File: src/rtl/relm_adc_scan.sv
// relm_adc_scan: autonomous round-robin scan controller for an 8-channel
// ADC128S022-style serial ADC, keeping the latest sample of each channel.
module relm_adc_scan #(
  parameter int WD     = 32,
  parameter int CLKDIV = 16
) (
  input  logic        clk,
  input  logic        rst,
  input  logic [WD:0] cfg_d,
  output logic        cfg_retry,
  input  logic [WD:0] rd_d,
  output logic [WD:0] rd_q,
  output logic        adc_cs_n_out,
  output logic        adc_sclk_out,
  output logic        adc_saddr_out,
  input  logic        adc_sdat_in
);
  typedef enum logic [2:0] {S_IDLE, S_SETUP, S_LOW, S_HIGH, S_HOLD} state_t;
  localparam int HCW = $clog2(CLKDIV);

  state_t           r_state, w_next;
  logic [HCW-1:0]   r_hc;
  logic [3:0]       r_n, w_n_inc;
  logic [7:0]       r_mask, r_pend, w_mask_eff;
  logic             r_cfg_retry;
  logic [2:0]       r_cur_ch, r_prev_ch;
  logic             r_prev_valid;
  logic [11:0]      r_shift;
  logic             r_sdat_m, r_sdat_s;
  logic             r_saddr, w_saddr_nx;
  logic [7:0][11:0] r_smp;
  logic [7:0]       r_fresh;
  logic [WD:0]      r_rd_q, w_rd_word;
  logic             w_last, w_hold_first, w_hold_exit;
  logic             w_unused;

  function automatic logic [2:0] f_lowest(input logic [7:0] m);
    logic [2:0] c;
    c = 3'd0;
    for (int i = 7; i >= 0; i--) if (m[i]) c = 3'(i);
    return c;
  endfunction

  // Next enabled channel strictly after cur, wrapping; cur itself if it is the only one.
  function automatic logic [2:0] f_after(input logic [7:0] m, input logic [2:0] cur);
    logic [2:0] c, t;
    c = cur;
    for (int i = 8; i >= 1; i--) begin
      t = cur + 3'(i);
      if (m[t]) c = t;
    end
    return c;
  endfunction

  assign w_unused     = ^{cfg_d[WD-1:8], rd_d[WD-1:3]};
  assign w_last       = (r_hc == HCW'(CLKDIV - 1));
  assign w_hold_first = (r_state == S_HOLD) && (r_hc == '0);
  assign w_hold_exit  = (r_state == S_HOLD) && w_last;
  assign w_mask_eff   = r_cfg_retry ? r_pend : r_mask;
  assign w_n_inc      = r_n + 4'd1;

  always_comb begin
    w_saddr_nx = 1'b0;
    case (w_n_inc)
      4'd2:    w_saddr_nx = r_cur_ch[2];
      4'd3:    w_saddr_nx = r_cur_ch[1];
      4'd4:    w_saddr_nx = r_cur_ch[0];
      default: w_saddr_nx = 1'b0;
    endcase
  end

  always_comb begin
    w_rd_word        = '0;
    w_rd_word[15:0]  = {r_fresh[rd_d[2:0]], rd_d[2:0], r_smp[rd_d[2:0]]};
  end

  always_comb begin
    w_next       = r_state;
    adc_cs_n_out = 1'b1;
    adc_sclk_out = 1'b1;
    case (r_state)
      S_IDLE:  if (r_mask != 8'd0) w_next = S_SETUP;
      S_SETUP: begin
        adc_cs_n_out = 1'b0;
        if (w_last) w_next = S_LOW;
      end
      S_LOW: begin
        adc_cs_n_out = 1'b0;
        adc_sclk_out = 1'b0;
        if (w_last) w_next = S_HIGH;
      end
      S_HIGH: begin
        adc_cs_n_out = 1'b0;
        if (w_last) w_next = (r_n == 4'd15) ? S_HOLD : S_LOW;
      end
      S_HOLD:  if (w_last) w_next = (w_mask_eff != 8'd0) ? S_SETUP : S_IDLE;
      default: w_next = S_IDLE;
    endcase
  end

  always_ff @(posedge clk) begin
    if (rst) r_state <= S_IDLE;
    else     r_state <= w_next;
  end

  always_ff @(posedge clk) begin
    if (rst) begin
      r_hc         <= '0;
      r_n          <= '0;
      r_mask       <= '0;
      r_pend       <= '0;
      r_cfg_retry  <= 1'b0;
      r_cur_ch     <= '0;
      r_prev_ch    <= '0;
      r_prev_valid <= 1'b0;
      r_shift      <= '0;
      r_sdat_m     <= 1'b0;
      r_sdat_s     <= 1'b0;
      r_saddr      <= 1'b0;
      r_smp        <= '0;
      r_fresh      <= '0;
      r_rd_q       <= '0;
    end else begin
      r_sdat_m <= adc_sdat_in;
      r_sdat_s <= r_sdat_m;
      r_hc     <= (r_state == S_IDLE || w_last) ? '0 : r_hc + HCW'(1);

      if (r_state == S_IDLE && r_mask != 8'd0) r_cur_ch <= f_lowest(r_mask);
      if (r_state == S_SETUP && w_last) begin
        r_n     <= 4'd0;
        r_saddr <= 1'b0;
      end
      if (r_state == S_HIGH && w_last) begin
        if (r_n >= 4'd4) r_shift <= {r_shift[10:0], r_sdat_s};
        if (r_n != 4'd15) begin
          r_n     <= w_n_inc;
          r_saddr <= w_saddr_nx;
        end
      end

      // Result of this frame belongs to the channel addressed one frame earlier.
      if (w_hold_first) begin
        r_prev_ch    <= r_cur_ch;
        r_prev_valid <= 1'b1;
      end
      if (w_hold_exit) begin
        if (w_mask_eff != 8'd0) r_cur_ch <= f_after(w_mask_eff, r_cur_ch);
        else                    r_prev_valid <= 1'b0;
      end

      if (cfg_d[WD] && !r_cfg_retry) begin
        r_pend      <= cfg_d[7:0];
        r_cfg_retry <= 1'b1;
      end else if (r_cfg_retry && (r_state == S_IDLE || w_hold_exit)) begin
        r_mask      <= r_pend;
        r_cfg_retry <= 1'b0;
      end

      if (rd_d[WD]) begin
        r_rd_q             <= w_rd_word;
        r_fresh[rd_d[2:0]] <= 1'b0;
      end
      // A same-cycle write wins over the read's fresh clear.
      if (w_hold_first && r_prev_valid) begin
        r_smp[r_prev_ch]   <= r_shift;
        r_fresh[r_prev_ch] <= 1'b1;
      end
    end
  end

  assign cfg_retry     = r_cfg_retry;
  assign rd_q          = r_rd_q;
  assign adc_saddr_out = r_saddr;
endmodule
File: config.mk
export PLATFORM = sky130hd
export DESIGN_NAME = relm_adc_scan
export DESIGN_NICKNAME = d
export VERILOG_FILES = /design/src/rtl/relm_adc_scan.sv
export SDC_FILE = /design/constraint.sdc
export NUM_CORES = 1
export LEC_CHECK = 0
export CAP_MARGIN = 20
export CORE_UTILIZATION = 40
export CTS_CLUSTER_DIAMETER = 60
export DETAILED_ROUTE_END_ITERATION = 7
export DONT_BUFFER_PORTS = 1
export PLACE_DENSITY_LB_ADDON = 0.25
export SKIP_CTS_REPAIR_TIMING = 1
export SYNTH_ARGS = -nofsm -noshare
export SYNTH_HDL_FRONTEND = slang
export SYNTH_SLANG_ARGS = --single-unit
File: constraint.sdc
create_clock -name clk -period 3 [get_ports clk]
set_clock_uncertainty 0.15 [all_clocks]
set_input_delay 0.45 -clock clk [delete_from_list [all_inputs] [get_ports clk]]
set_output_delay 0.45 -clock clk [all_outputs]
set_load 0.05 [all_outputs]
==> impl_metrics.json <==
{
  "finalWorstSetupSlack_ns": 0.138,
  "grt_overflow": 0,
  "synth_common_cells": "170 x dfxtp_1, 162 x nor2_1, 143 x mux2i_1, 52 x clkbuf_1, 49 x mux4_2",
  "drv_slew": 0,
  "cts.sinks": 170,
  "drt_iter0_drc": 311,
  "start_util_pct": 41.1,
  "die_h_um": 147,
  "end_kind": "flip-flop",
  "arrival_ns": 3.04,
  "max_stage_delay_ns": 0.54,
  "worst_slew_pin_slew_ns": 0.862,
  "post_drt_wl_per_cell_um": 16.7,
  "grt_antenna_before_repair": 0,
  "place.gp.congestion": 0.822,
  "holdCritPathClass": "input port to flip-flop",
  "yosys_warnings": 0,
  "antenna_cells": 0,
  "num_vias": 5813,
  "yosysSeqAreaShare_pct": 40.6,
  "fillCellCount": 1930,
  "io_pins": 106,
  "syn_inst": 837,
  "post-route-drc-count": 0,
  "fin_nets": 887,
  "drive_gt1_share_pct": 15.6,
  "grt_pass1_wl_um": 29600,
  "die_width_um": 147,
  "die_area_um2": 21500,
  "synth_area_um2": 8380,
  "fin_crit_ns": 2.86,
  "clkTransAtPathRegs_ns": 0.07,
  "multi_input_area_um2": 4560,
  "dp_worst_setup_slack_ns": 0.152,
  "cts_tree": "yes",
  "wl_um": 18200,
  "top_usage_layer": "met2",
  "finalHoldViolCount": 0,
  "cap_violations": 0,
  "use_met2_pct": 27.5,
  "synth_area_leaders": "dfxtp_1 41%, mux2i_1 17%, mux4_2 13%, nor2_1 7.3%, clkbuf_1 2.3%",
  "placed_area_um2": 8550,
  "crit_required_ns": 3.18,
  "p_leak_nw": 3.28,
  "tns_ns": 0,
  "syn2layout_area_growth_pct": 10.0,
  "cts_root_buf": "clkbuf_16",
  "final_core_util_pct": 45.3,
  "dp_hpwl_um": 11000,
  "grt_pass1_vias": 5531,
  "synth_edf_count": 0,
  "rows": 52,
  "htree_num_levels": 4,
  "worstPathCellList": "buf_4 -> mux4_2 -> mux4_2 -> nor2_1 -> a31oi_1 -> o21a_1 -> o41ai_2",
  "met3_usage_pct": 3.54,
  "critPathMostFrequentCell": "mux4_2",
  "regArea_um2": 3400,
  "async_flop_share_pct": 0,
  "setup_viol": 0,
  "cts_made_buffers": 17,
  "cp-start-kind": "flip-flop",
  "slowest_stage": "mux4_2",
  "yosysTopAreaCell": "dfxtp_1",
  "yosys.cell_count.top_type": "dfxtp_1",
  "cts.path.max_buffers": 2,
  "design_area_um2": 9220,
  "synth_area_per_cell_um2": 10.0,
  "path_max_fanout": 11,
  "rsz0062_at_grt": "false",
  "maxSlewHeadroom_pct": 42.4,
  "via_per_inst": 5.32,
  "total_power_mw": 5.30,
  "crit_family": "multiplexers",
  "met1_usage_pct": 24.0,
  "cp_num_buf_inv": 1,
  "ys_types": 55,
  "outcome": "finished, final reports clean",
  "core-area_um2": 20400,
  "dr.pass1.iters": 4,
  "port_buffers": 0,
  "powerDensity_nw_per_um2": 574,
  "crit_type": "flip-flop to flip-flop",
  "ys.flop_type": "dfxtp_1",
  "grt_max_degree": 171,
  "grtUsageTotal_pct": 17.4,
  "clock.fmax_mhz": 349,
  "ant_nets": 0,
  "ys_ff_latch": 170,
  "ir_drop_mv": 0.371,
  "timing.final.crit_share_pct": 95.4,
  "worstSkewPairLatency_ns": 0.43,
  "synth_top_area_share_pct": 40.6
}
through the flow:
step / hold WS [ns] / std cells
floorplan: 0.264 / 853
global placement: 0.279 / 1058
detailed placement: 0.277 / 1058
CTS: -0.0693 / 1090
global route: 0.0111 / 1093
finish: 0.0177 / 1093
layout by cell type (no fill, tap or decap), types with 3 or more instances in the layout:
cell       netlist  layout
nor4_1           6       6
conb_1           1      17
xor2_1           4       3
inv_8            0       3
clkbuf_16        0      17
ha_1             8       8
a21oi_1         36      36
nand2b_1         7       7
o211ai_1         3       3
clkinv_8         0       6
inv_6            0       3
nor3_1          11      11
dfxtp_1        170     169
a211oi_1        20      20
nor2b_1          4       3
nand2_1         40      40
xnor2_1          3       3
nand4b_1         3       3
mux2i_1        143     143
nor2_1         162     160
o21a_1           3       3
or3_1            3       3
mux2_2           3       3
mux4_2          49      49
buf_4           18      27
o21ai_0          6       5
and3_1           7       7
inv_1           11      11
nand3_1          8       8
flip-flops by register name, summed over array words and instances (netlist names), 3 cells and up:
signal	cells
r_n	4
r_smp	96
r_pend	8
r_shift	12
r_hc	4
rd_q	16
r_cur_ch	3
r_state	3
r_prev_ch	3
r_mask	8
r_fresh	8
metal layers:
| metal | part of all wire [%] | routed length, um | vias up |
|---|---|---|---|
| li1 | - | - | 2892 |
| met1 | 49 | 8960 | 2814 |
| met2 | 47 | 8570 | 90 |
| met3 | 2.6 | 475 | 17 |
| met4 | 1.1 | 201 | 0 |
| met5 | 0 | 0 | - |
logic make-up (layout without fill, tap and decap cells):
kind of cell,count (synthesis),count (layout),synth area share (%)
xor+xnor,7,7,0.732
other cells,1,17,0.0448
flops,170,170,40.6
simple gates,268,268,14.2
fa+ha+maj,8,8,1.19
buf+inv,103,73,5.82
compound gates,84,84,6.56
mux,196,196,30.8
worst paths after layout:
kind	start	to	slack, ns	cells after the start
setup / recovery	cfg_retry	r_cur_ch[2]	0.14	7
hold reg to reg	r_sdat_s	r_shift[0]	0.30	2
hold / removal	adc_sdat_in	r_sdat_m	0.02	1
setup reg to reg	cfg_retry	r_cur_ch[2]	0.14	7
where the power goes:
group / switching, mW / internal (mW) / leakage [nW]
registers: 0.120 / 2.30 / 1.37
logic: 0.396 / 0.292 / 1.62
clock network: 1.06 / 1.12 / 0.291
final cells by class:
class | instances | share of cell area (%)
inverters | 11 | 0.448
well taps | 270 | 3.66
repair buffers | 30 | 2.90
flip-flops and latches | 170 | 36.9
clock buffers | 17 | 4.62
multi-input cells | 580 | 49.5
clock inverters | 15 | 1.94
Power figures use the tool's default switching activity.
